<file path="config.mk">
export PLATFORM = sky130hd
export DESIGN_NAME = cpu_sequencer
export DESIGN_NICKNAME = d
export VERILOG_FILES = /design/src/rtl/cpu_sequencer_pkg.sv /design/src/rtl/cpu_sequencer_mem_wait_timer.sv /design/src/rtl/cpu_sequencer.sv
export SDC_FILE = /design/constraint.sdc
export NUM_CORES = 1
export LEC_CHECK = 0
export CAP_MARGIN = 20
export CORE_MARGIN = 2
export CORE_UTILIZATION = 40
export CTS_CLUSTER_SIZE = 40
export DETAILED_ROUTE_END_ITERATION = 16
export GPL_TIMING_DRIVEN = 1
export PLACE_DENSITY = 0.85
export SYNTH_ARGS = -nofsm -noshare
export SYNTH_HDL_FRONTEND = slang
export SYNTH_SLANG_ARGS = --single-unit
</file>
<file path="constraint.sdc">
create_clock -name Clk -period 1.8 [get_ports Clk]
set_input_delay 0.36 -clock Clk [delete_from_list [all_inputs] [get_ports Clk]]
set_output_delay 0.36 -clock Clk [all_outputs]
set_load 0.02 [all_outputs]
</file>
<file path="src/rtl/cpu_sequencer_pkg.sv">
// Shared definitions for the 9-bit-ISA control sequencer: state encoding, widths,
// the Ack opcode and a saturating increment used by the optional perf counters.
package cpu_sequencer_pkg;
   localparam int          kPcW      = 10;
   localparam int          kInstrW   = 9;
   localparam int          kCntW     = 16;
   localparam logic [8:0]  kAckInstr = 9'h1FF;

   typedef enum logic [2:0] {
      IDLE, FETCH, EXEC, MEM, WB, HALT, ERROR
   } seq_state_t;

   function automatic logic [kCntW-1:0] sat_inc(input logic [kCntW-1:0] v);
      return (v == {kCntW{1'b1}}) ? v : v + kCntW'(1);
   endfunction
endpackage

</file>
<file path="src/rtl/cpu_sequencer_mem_wait_timer.sv">
// Clear/enable 8-bit wait counter; expired_o flags that the current cycle is the
// MEM_TIMEOUT-th enabled cycle since the last clear (latency 0, no backpressure).
module mem_wait_timer #(
   parameter int MEM_TIMEOUT = 15
) (
   input  logic Clk,
   input  logic Reset,
   input  logic clr_i,
   input  logic en_i,
   output logic expired_o
);
   logic [7:0] cnt_q, cnt_d;

   always_ff @(posedge Clk or negedge Reset) begin
      if (!Reset) cnt_q <= '0;
      else        cnt_q <= cnt_d;
   end

   always_comb begin
      cnt_d = cnt_q;
      if (clr_i)                         cnt_d = '0;
      else if (en_i && cnt_q != 8'hFF)   cnt_d = cnt_q + 8'd1;
   end

   // cnt_q holds the number of completed wait cycles, so +1 names the current one
   assign expired_o = ({1'b0, cnt_q} + 9'd1) >= 9'(MEM_TIMEOUT);
endmodule

</file>
<file path="src/rtl/cpu_sequencer.sv">
// Multi-cycle FETCH/EXEC/MEM/WB sequencer owning PC and IR; ALU 2 cycles, store 3+N, load 4+N.
// Optional perf counters are built only when SEQ_PERF_CNT_EN is defined.
module cpu_sequencer
   import cpu_sequencer_pkg::*;
#(
   parameter int PC_W        = kPcW,
   parameter int INSTR_W     = kInstrW,
   parameter int MEM_TIMEOUT = 15
) (
   input  logic               Clk,
   input  logic               Reset,
   input  logic               Start,
   input  logic [PC_W-1:0]    StartAddr,
   input  logic [INSTR_W-1:0] Instruction,
   input  logic               BranchEn,
   input  logic               Jump,
   input  logic               LoadInst,
   input  logic               MemWrEn,
   input  logic               RegWrEn,
   input  logic               Ack,
   input  logic               CondFlag,
   input  logic [PC_W-1:0]    BrTarget,
   input  logic               MemReady,
   output logic [PC_W-1:0]    ProgCtr,
   output logic [INSTR_W-1:0] IR,
   output logic               RegWrStrobe,
   output logic               MemRdReq,
   output logic               MemWrStrobe,
   output logic               Busy,
   output logic               Done,
   output logic               TimeoutErr,
   output logic [15:0]        InstrCount,
   output logic [15:0]        CycleCount
);
   seq_state_t         state_q, state_d;
   logic [PC_W-1:0]    pc_q, pc_d, pc_next;
   logic [INSTR_W-1:0] ir_q, ir_d;
   logic               start_ok, mem_expired;

   mem_wait_timer #(.MEM_TIMEOUT(MEM_TIMEOUT)) u_timer (
      .Clk       (Clk),
      .Reset     (Reset),
      .clr_i     (state_q == EXEC),
      .en_i      (state_q == MEM),
      .expired_o (mem_expired)
   );

   always_ff @(posedge Clk or negedge Reset) begin
      if (!Reset) begin
         state_q <= IDLE;
         pc_q    <= '0;
         ir_q    <= '0;
      end else begin
         state_q <= state_d;
         pc_q    <= pc_d;
         ir_q    <= ir_d;
      end
   end

   assign start_ok = Start && (state_q == IDLE || state_q == HALT || state_q == ERROR);
   assign pc_next  = (Jump || (BranchEn && CondFlag)) ? BrTarget : pc_q + PC_W'(1);

   always_comb begin
      state_d = state_q;
      pc_d    = pc_q;
      ir_d    = ir_q;
      case (state_q)
         IDLE, HALT, ERROR: begin
            if (Start) begin
               pc_d    = StartAddr;
               state_d = FETCH;
            end
         end
         FETCH: begin
            ir_d    = Instruction;
            state_d = EXEC;
         end
         EXEC: begin
            if (Ack)                      state_d = HALT;
            else if (LoadInst || MemWrEn) state_d = MEM;
            else begin
               pc_d    = pc_next;
               state_d = FETCH;
            end
         end
         MEM: begin
            // a completion on the final allowed cycle still wins over the timeout
            if (MemReady) begin
               if (LoadInst) state_d = WB;
               else begin
                  pc_d    = pc_next;
                  state_d = FETCH;
               end
            end else if (mem_expired) begin
               state_d = ERROR;
            end
         end
         WB: begin
            pc_d    = pc_q + PC_W'(1);
            state_d = FETCH;
         end
         default: state_d = IDLE;
      endcase
   end

   always_comb begin
      RegWrStrobe = 1'b0;
      MemRdReq    = 1'b0;
      MemWrStrobe = 1'b0;
      Busy        = 1'b0;
      Done        = 1'b0;
      TimeoutErr  = 1'b0;
      case (state_q)
         FETCH: Busy = 1'b1;
         EXEC: begin
            Busy        = 1'b1;
            RegWrStrobe = RegWrEn && !Ack && !LoadInst && !MemWrEn;
         end
         MEM: begin
            Busy        = 1'b1;
            MemRdReq    = LoadInst;
            MemWrStrobe = MemWrEn;
         end
         WB: begin
            Busy        = 1'b1;
            RegWrStrobe = 1'b1;
         end
         HALT:    Done       = 1'b1;
         ERROR:   TimeoutErr = 1'b1;
         default: ;
      endcase
   end

   assign ProgCtr = pc_q;
   assign IR      = ir_q;

`ifdef SEQ_PERF_CNT_EN
   logic [15:0] icnt_q, icnt_d, ccnt_q, ccnt_d;

   always_ff @(posedge Clk or negedge Reset) begin
      if (!Reset) begin
         icnt_q <= '0;
         ccnt_q <= '0;
      end else begin
         icnt_q <= icnt_d;
         ccnt_q <= ccnt_d;
      end
   end

   always_comb begin
      icnt_d = icnt_q;
      ccnt_d = ccnt_q;
      if (start_ok) begin
         icnt_d = '0;
         ccnt_d = '0;
      end else begin
         if (state_q == FETCH) icnt_d = sat_inc(icnt_q);
         if (Busy)             ccnt_d = sat_inc(ccnt_q);
      end
   end

   assign InstrCount = icnt_q;
   assign CycleCount = ccnt_q;
`else
   logic unused_start_ok;
   assign unused_start_ok = start_ok;
   assign InstrCount      = '0;
   assign CycleCount      = '0;
`endif
endmodule

</file>
==> metrics, run 1 <==
run status finished with violations; violated checks negative setup slack; Die W 81.1 um; Yosys cell types 56; remaining global-route overflow 0; largest net degree at the start of global routing 31; TritonCTS clock tree yes; Synth Warn # 0; Worst setup SP type register; total track usage 19.5%; max-cap viol count 0; DRT Wirelength 6.58 mm; Detailed Routing Iterations Pass 1 4; Cell Chain, Critical Path ha_4 > xor2_1 > a221o_1 > o311a_1 > o31ai_2 > mux2_1; Starting Density 40.7%; commonest cells after routing, fill and taps aside clkdlybuf4s50_1 (56), buf_4 (38), conb_1 (32); Hold WC Path Type input pin to asynchronous set/reset pin; worst path arrival time about 2100 ps; RePlAce Congestion approximately 0.85; # rows 28; Most Crowded Layer GR met2; clock tree buffer depth 2; CTS sink cnt 30; Avg Vias per Cell around 5.2; critical path peak fanout 3; Critical Path RT about 2000 ps; post-route cell area between 0.003 and 0.004 sq mm; Seq/Total Area, Yosys 31.5%; WL per Instance 14.5 um; Die Y 81.1 um; n_diodes 0; period utilization 109%; Worst-path clk slew 70 ps; share of post-route cells with drive strength above 1 24.6%; Pwr Density 1660 mW/mm^2; kind of critical path register to register; total CTS buffers 5; synthesized flop and latch total 30; final worst slack -168 ps; Final Max Tran Viols 0; Worst Setup End Kind register; clock root buffer clkbuf_8; Clock Skew 7.79 ps; # IOs 97; setup violators final 3; main flop type after synthesis dfrtp_1; M3 GR Usage between 4 and 5%; fmax ~510 MHz; Final Util 58.5%; placed cell area around 0.0032 sq mm; Tmin final 1970 ps; Critical Path Max Stage Delay 430 ps; number of routed nets with antenna violations 0; commonest non-fill, non-tap cell in the layout clkdlybuf4s50_1; number of synthesized flops with an enable pin 0; crit path max-delay cell type dfrtp_1; met2 Resource Use GR between 30 and 40%; initial antenna violation count 0; Layout Nets 420; Area Overhead vs Synth 43.8%; WP buf/inv 0; Peak VDD IR 860 uV; DR DRC count 0; DP Wirelength 4.64 mm; number of port buffers 64; top cell family by delay on the critical path compound AO/OA/AOI/OAI gates; H-Tree Depth 2; DR iter-0 viols 74; final hold violations 0; die area around 0.0066 sq mm; Final Total Pwr 5.66 mW; Netlist Area Pre-Place approximately 0.0024 sq mm; synthesized instance count 276; met1 Resource Use GR 22.8%; Core Area slightly below 0.006 sq mm; Synth async-reset ratio 100%; RSZ-0062 raised after global routing yes; vias in the first global route around 2.2k; syn avg cell area ~8.6 sq um; Clock Latency Late Sink 290 ps; fillers roughly 530; first-pass GRT wire length 10.0 mm; vias between 2k and 2.5k; static leakage 1.48 nW
-- flip-flops by register name, summed over array words and instances, names as in the netlist --
signal / flops
u_timer.cnt_q: 8
state_q: 3
IR: 9
ProgCtr: 10
-- stage by stage --
| stage | hold slack, ps | TNS [ps] | cells | setup WS (ps) |
|---|---|---|---|---|
| after CTS | 486 | -259 | 448 | -179 |
| after global routing | 514 | -614 | 453 | -229 |
| after global placement | 485 | -3370 | 436 | -351 |
| final | 480 | -325 | 453 | -168 |
| after detailed placement | 490 | -3830 | 436 | -396 |
| after floorplan | 64.4 | -48.9 | 307 | -48.9 |
-- power breakdown --
part | internal (mW) | leakage [nW] | switching [mW] | total [mW]
Sequential | 0.984 | 0.367 | 0.270 | 1.25
Combinational | 1.91 | 1.07 | 1.92 | 3.83
Clock | 0.307 | 0.0472 | 0.274 | 0.581
-- synth_stat cells, types with 2 or more instances --
library cell / n / area share (%)
a21oi_1: 15 / 3.2
a22o_1: 10 / 3.7
a311oi_1: 2 / 0.74
and2_1: 5 / 1.3
and3_1: 6 / 1.6
buf_2: 5 / 1.1
buf_4: 38 / 12
buf_6: 2 / 0.95
clkbuf_1: 5 / 0.79
dfrtp_1: 30 / 32
ha_1: 3 / 1.6
inv_1: 4 / 0.63
mux2_2: 10 / 4.7
nand2_1: 25 / 3.9
nand2b_1: 3 / 0.79
nand3_1: 13 / 2.7
nand3b_1: 5 / 1.6
nor2_1: 10 / 1.6
nor3_1: 5 / 1.1
o211ai_1: 7 / 2.2
o21a_1: 2 / 0.63
o21ai_0: 22 / 4.6
o21ai_1: 6 / 1.3
o221ai_1: 4 / 1.5
o22ai_1: 2 / 0.53
o31ai_1: 3 / 0.95
xnor2_1: 5 / 1.8
-- metal layers --
metal / wire (um) / part of all wire, %
met5: 0 / 0
met4: 37 / 0.56
met3: 507 / 7.7
met2: 3370 / 51
met1: 2660 / 40
-- layout make-up --
class	instances	area, sq um	share of cell area [%]
Clock buffer	6	82.6	2.41
Inverter	5	18.8	0.548
Clock inverter	2	12.5	0.366
Sequential cell	30	753	22.0
Tap cell	75	93.8	2.74
Multi-Input combinational cell	222	1420	41.4
Timing Repair Buffer	113	1050	30.6
-- kinds of logic (layout without fill, tap and decap cells) --
logic type / Yosys count / in the layout / share of synthesized area [%]
simple gates: 85 / 85 / 19.8
fa+ha+maj: 4 / 4 / 2.00
xor+xnor: 6 / 6 / 2.21
other cells: 1 / 32 / 0.158
flops: 30 / 30 / 31.5
mux: 11 / 11 / 5.21
buf+inv: 55 / 126 / 15.6
compound gates: 84 / 84 / 23.6
-- worst paths after layout --
kind | end | depth (start not counted) | startpoint | slack [ps]
setup / recovery | state_q[1]$_DFFE_PN0P_ | 6 | u_timer.cnt_q[1]$_DFFE_PN0P_ | -170
hold / removal | IR[8]$_DFFE_PN0P_ | 2 | Reset | 480
setup reg to reg | state_q[1]$_DFFE_PN0P_ | 6 | u_timer.cnt_q[1]$_DFFE_PN0P_ | -170
hold reg to reg | u_timer.cnt_q[7]$_DFFE_PN0P_ | 2 | u_timer.cnt_q[7]$_DFFE_PN0P_ | 500
max in group asynchronous | u_timer.cnt_q[0]$_DFFE_PN0P_ | 2 | Reset | 1000
min in group Clk | u_timer.cnt_q[7]$_DFFE_PN0P_ | 2 | u_timer.cnt_q[7]$_DFFE_PN0P_ | 500
-- timing repair --
item / CTS / global route
resized for setup: 24 / 19
pin swaps: 2 / 4
hold endpoints to repair: 0 / 0
gates cloned: 1 / 2
hold buffers: 0 / 0
setup endpoints to repair: 11 / 18
buffers inserted: 3 / 3
Power figures use the tool's default switching activity.
==> run 2, diff against run 1 <==
SLEW_MARGIN = 10   (was default)
==> results of run 2 <==
No change in the layout: final DEF, timing and power equal those of run 1.
